File: config.mk
export PLATFORM = sky130hd
export DESIGN_NAME = shifter_seq
export DESIGN_NICKNAME = d
export VERILOG_FILES = /design/src/rtl/shifter_seq.sv
export SDC_FILE = /design/constraint.sdc
export NUM_CORES = 1
export LEC_CHECK = 0
export CAP_MARGIN = 5
export CORE_UTILIZATION = 48
export DETAILED_ROUTE_END_ITERATION = 10
export GPL_TIMING_DRIVEN = 0
export PLACE_DENSITY = 0.89
export SYNTH_ARGS = -nofsm -noshare
export SYNTH_HDL_FRONTEND = slang
export SYNTH_SLANG_ARGS = --single-unit
File: constraint.sdc
create_clock -name clk -period 1.8 [get_ports clk]
set_input_delay 0.36 -clock clk [delete_from_list [all_inputs] [get_ports clk]]
set_output_delay 0.36 -clock clk [all_outputs]
set_load 0.005 [all_outputs]
File: src/rtl/shifter_seq.sv
// shifter_seq: sequential barrel-free shifter, one bit per clock; `SHIFTER_ROTATE_EN adds a rotate input.
// Latency: done pulses min(|shiftDirection|, WIDTH) edges after the accepting edge (0 -> next cycle).
// Backpressure: start is ignored while busy (SHIFT or DONE); held start re-accepts after one idle cycle.
module shifter_seq #(
    parameter int WIDTH = 16
) (
    input  logic             clk,
    input  logic             reset_n,
    input  logic             start,
    input  logic [WIDTH-1:0] src,
    input  logic [WIDTH-1:0] shiftDirection,
    input  logic             shiftType,
`ifdef SHIFTER_ROTATE_EN
    input  logic             rotate,
`endif
    output logic [WIDTH-1:0] shiftOut,
    output logic             busy,
    output logic             done
);

    localparam int CW = $clog2(WIDTH + 1);
    localparam logic [WIDTH-1:0] WIDTH_V = WIDTH'(WIDTH);

    localparam logic [1:0] ST_IDLE  = 2'd0;
    localparam logic [1:0] ST_SHIFT = 2'd1;
    localparam logic [1:0] ST_DONE  = 2'd2;

    logic [1:0]       state_q, state_d;
    logic [CW-1:0]    cnt_q, cnt_d;
    logic [WIDTH-1:0] out_q, out_d;
    logic             left_q, left_d;
    logic             logical_q, logical_d;
    logic             rot_q;

    logic [WIDTH-1:0] mag;
    logic [CW-1:0]    load_cnt;
    logic             right_fill;
    logic [WIDTH-1:0] step;

    // Two's-complement magnitude; the most-negative value maps to 2^(WIDTH-1) unsigned.
    assign mag = shiftDirection[WIDTH-1] ? (~shiftDirection + 1'b1) : shiftDirection;

`ifdef SHIFTER_ROTATE_EN
    logic rot_d;

    always_comb begin
        if (rotate) begin
            load_cnt = CW'(mag % WIDTH_V);
        end else if (mag > WIDTH_V) begin
            load_cnt = CW'(WIDTH);
        end else begin
            load_cnt = mag[CW-1:0];
        end
    end

    always_ff @(posedge clk or negedge reset_n) begin
        if (!reset_n) begin
            rot_q <= 1'b0;
        end else begin
            rot_q <= rot_d;
        end
    end

    assign rot_d = (state_q == ST_IDLE && start) ? rotate : rot_q;
`else
    always_comb begin
        if (mag > WIDTH_V) begin
            load_cnt = CW'(WIDTH);
        end else begin
            load_cnt = mag[CW-1:0];
        end
    end

    assign rot_q = 1'b0;
`endif

    // Right-shift fill: wrapped LSB when rotating, else zero (logical) or sign (arithmetic).
    assign right_fill = rot_q ? out_q[0] : (logical_q ? 1'b0 : out_q[WIDTH-1]);

    always_comb begin
        if (left_q) begin
            step = {out_q[WIDTH-2:0], rot_q ? out_q[WIDTH-1] : 1'b0};
        end else begin
            step = {right_fill, out_q[WIDTH-1:1]};
        end
    end

    always_comb begin
        state_d   = state_q;
        cnt_d     = cnt_q;
        out_d     = out_q;
        left_d    = left_q;
        logical_d = logical_q;
        case (state_q)
            ST_IDLE: begin
                if (start) begin
                    out_d     = src;
                    left_d    = ~shiftDirection[WIDTH-1];
                    logical_d = shiftType;
                    cnt_d     = load_cnt;
                    state_d   = (load_cnt == '0) ? ST_DONE : ST_SHIFT;
                end
            end
            ST_SHIFT: begin
                out_d = step;
                cnt_d = cnt_q - 1'b1;
                if (cnt_q == CW'(1)) begin
                    state_d = ST_DONE;
                end
            end
            ST_DONE: begin
                state_d = ST_IDLE;
            end
            default: begin
                state_d = ST_IDLE;
            end
        endcase
    end

    always_ff @(posedge clk or negedge reset_n) begin
        if (!reset_n) begin
            state_q   <= ST_IDLE;
            cnt_q     <= '0;
            out_q     <= '0;
            left_q    <= 1'b0;
            logical_q <= 1'b0;
        end else begin
            state_q   <= state_d;
            cnt_q     <= cnt_d;
            out_q     <= out_d;
            left_q    <= left_d;
            logical_q <= logical_d;
        end
    end

    assign shiftOut = out_q;
    assign busy     = (state_q != ST_IDLE);
    assign done     = (state_q == ST_DONE);

endmodule

==> summary.txt <==
Hold depth: 3
Pin count of the biggest net entering global routing: 26
Total of warnings raised by yosys: 0
Worst hold path class: input port to flop
Violations in the final reports: negative setup slack
First-pass GRT wire length: 9400 µm
Worst Path Class, Setup: input port to flop
H-Tree Level Count: 1
Total instance count after detailed placement: 333
Simple logic cell fraction of the synthesized area: 0.264
Fill cell instance count of the final layout: 279
Highest clock frequency the design can meet: 469 MHz
Pwr/cell area: 1330 mW/mm²
Fraction of synthesized cell area taken by the top area cell type: 0.328
Aggregate global routing overflow: 0
Worst Hold Launch: shiftDirection[2]
Synth cell count leaders: sky130_fd_sc_hd__nand2_1 (43), sky130_fd_sc_hd__dfrtp_1 (25), sky130_fd_sc_hd__a31oi_1 (20)
Met1 usage: 0.377
LEAKAGE: 1.13 nW
Final WL: 5760 µm
Core area: 0.00374 mm²
Max-cap violations: 0
Gp weighted congestion: 0.804
#FFs+latches synth: 25
Int Pwr: 2.14 mW
Multiplexer share of the synthesized area: 0.00525
Synth cell types: 46
Leading cell type by number of instances after synthesis: sky130_fd_sc_hd__nand2_1
Data required time of the worst path: 1.98 ns
Number of antenna-violating nets in the routed design: 0
RR Endpoint: cnt_q[1]
Depth of the worst register-to-register path: 6
Synthesis-to-layout area growth: 47.3%
CP Data Arrival Time: 2.31 ns
Switching power as a share of total power: 0.426
Global routing usage on met3: 0.0493
Source-to-sink clock delay at the later pin of the worst-skew pair: 0.28 ns
Final setup viols: 7
Clk pwr share: 0.092
Hold violation total from the final report: 0
Worst setup SP type: input port
Kind of end point of the critical path: flop
Routed vias: 2069
Initial standard-cell utilization of the core: 0.510
Post-route standard cell area excluding fillers: 0.00281 mm²
Cell types with the largest area share after synthesis: sky130_fd_sc_hd__dfrtp_1 (33%), sky130_fd_sc_hd__nand2_1 (8.5%), sky130_fd_sc_hd__a31oi_1 (6.6%), sky130_fd_sc_hd__a211oi_1 (6.3%), sky130_fd_sc_hd__nor2b_1 (5.6%)
Pins over their slew limit: 0
Min setup slack post-route: -0.334 ns
Register share of total power: 0.310
Clk Tree Root Cell: sky130_fd_sc_hd__clkbuf_8
Slew at the pin closest to its max-slew limit: 1.13 ns
Inserted Clock Buffers: 3
Synthesized-area fraction occupied by xor and xnor cells: 0.0413
Number of rows created at floorplan: 22
Largest fanout on the critical path: 5
TritonCTS clock tree: done
Final period util: 1.19
Post-route DRC violation count: 0
First drt pass iteration count: 4
Clock transition at path regs: 0.08 ns
Most area-hungry cell type in the Yosys netlist: sky130_fd_sc_hd__dfrtp_1
Buffer levels on the longest clock path: 2
Hold Slack: 0.441 ns
Non-filler cells in the finished layout: 349
Via density per instance: 5.93
Aggregate negative setup slack: -1.86 ns
Share of power burned in combinational logic: 0.599
Peak supply drop: 0.979 mV
Number of nets in the layout: 341
Initial antenna violation count: 0
Worst setup slack after placement: -1.21 ns
WL/cell: 16.5 µm
Gr busiest metal: met2
Post-synthesis compound-gate area fraction: 0.293
Clk sinks: 25
Netlist Area Pre-Place: 0.00191 mm²
Net Sw Power: 1.59 mW
EDFF count, synth: 0
Number of global-route vias before repair: 2002
Net count after synthesis: 272
Post-Syn Instances: 233
Critical path's largest stage delay: 0.58 ns
1st-iter DRT viols: 148
Overall die area: 0.00423 mm²
Synthesized-area fraction occupied by adder cells: 0.0197
Slowest cell on crit path: sky130_fd_sc_hd__or4_4
ANT cells: 0
Post-layout minimum cycle time: 2.13 ns
Share of post-route cells with drive strength above 1: 0.199
Setup slack on the worst flop-to-flop path: -0.01 ns
GR Util All Layers: 0.287
Chain of cells forming the critical path: buf_8 -> or4_4 -> nor3b_4 -> o32ai_2 -> a2111oi_4 -> nand3_2 -> buf_6 -> o41ai_4
Die span in y: 65.1 µm
Post-synth ARST share: 1.00
Met2 track demand over resource in global routing: 0.477
Main combinational cell family by area after synthesis: compound AO/OA/AOI/OAI gates
Seq/Total Area, Yosys: 0.328
Status: finished, violations left
Flip-flop cell with the highest count after synthesis: sky130_fd_sc_hd__dfrtp_1
Die X: 65.1 µm
Headroom to the max-slew limit: 0.242
Half-perimeter wire length after detailed placement: 3830 µm
Ports placed on the boundary: 54
Port-buffer cells: 52
Setup Skew: 0.00384 ns
Critical register-to-register path startpoint: state_q[0]
Hold Crit Endpoint: cnt_q[2]
Unrepaired setup endpoints after global routing: yes
Post-place instance area: 0.00256 mm²
Synthesized area divided by synthesized cell count: 8.19 µm²
sequential cells by signal, indices dropped and copies added (netlist names):
| register | cells |
|---|---|
| left_q | 1 |
| cnt_q | 5 |
| state_q | 2 |
| shiftOut | 16 |
| logical_q | 1 |
per-stage QoR:
step,power [mW],utilization
6_report,3.74,0.751
5_1_grt,4.01,0.751
4_1_cts,3.66,0.743
3_5_place_dp,3.24,0.684
3_3_place_gp,3.14,0.684
2_1_floorplan,2.38,-
power by group through the flow:
stage,Sequential [mW],Clock [mW],Combinational (mW)
floorplan,1.10,0,1.28
global placement,1.14,0,2.00
detailed placement,1.15,0,2.09
CTS,1.14,0.342,2.17
global route,1.19,0.371,2.45
finish,1.16,0.342,2.24
logic make-up (layout without fill, tap and decap cells):
family / after synthesis / after routing
AOI/OAI and AO/OA: 71 / 71
xor gates and xnor gates: 9 / 9
adders and majority gates: 3 / 3
buffers and inverters: 24 / 92
DFF: 25 / 25
muxes: 1 / 1
and+or+nand+nor: 100 / 100
worst max-delay path, delay by kind of cell:
kind	cells	cell delay, ns
AO/OA/AOI/OAI	3	0.71
buffers and inverters	2	0.25
AND/OR/NAND/NOR	3	0.98
worst max path at each step:
| stage | start | to | slack, ns | depth (start not counted) |
|---|---|---|---|---|
| 6_report | shiftDirection[5] | cnt_q[0] | -0.33 | 8 |
| 4_1_cts | shiftDirection[0] | cnt_q[1] | -0.34 | 10 |
| 3_5_place_dp | shiftDirection[1] | cnt_q[1] | -1.21 | 9 |
| 5_1_grt | shiftDirection[5] | cnt_q[0] | -0.42 | 8 |
| 2_1_floorplan | shiftDirection[1] | cnt_q[1] | -0.26 | 8 |
| 3_3_place_gp | shiftDirection[1] | cnt_q[1] | -1.16 | 9 |
what timing repair did:
action                     CTS  global route
buffers inserted            11             2
resized for setup           67             8
hold buffers                 0             0
setup endpoints to repair   16            16
pin swaps                   16             9
layout by cell type (no fill, tap or decap), drive strengths merged, types with 2 or more instances in the layout:
cell	netlist	layout
a211oi	16	16
nor3	3	3
a21o	2	2
nand2	44	44
o31ai	2	2
buf	5	23
o21ai	10	10
inv	8	8
nor2b	17	17
nor4	3	3
xor2	2	2
dfrtp	25	25
clkdlybuf4s50	0	39
a21oi	4	4
xnor2	7	7
o21bai	2	2
clkbuf	11	16
nand3b	2	2
o41ai	6	6
nor2	14	14
a31oi	20	20
a211o	2	2
or4	4	4
or2	3	3
nand3	3	3
ha	3	3
or3	2	2
dlygate4sd2	0	5
per-layer routing:
metal,up-vias,part of all wire
met4,0,0.015
met2,79,0.51
met1,997,0.42
li1,985,-
met3,8,0.060
met5,-,0
layout make-up:
type	instances	area (µm²)	share of cell area
tap	48	60.1	0.0214
clock buffer	4	45.0	0.0160
buffer	15	83.8	0.0298
inverter	8	50.0	0.0178
multi-input combinational	184	1320	0.470
timing repair buffer	65	624	0.222
sequential	25	626	0.223
Power figures use the tool's default switching activity.
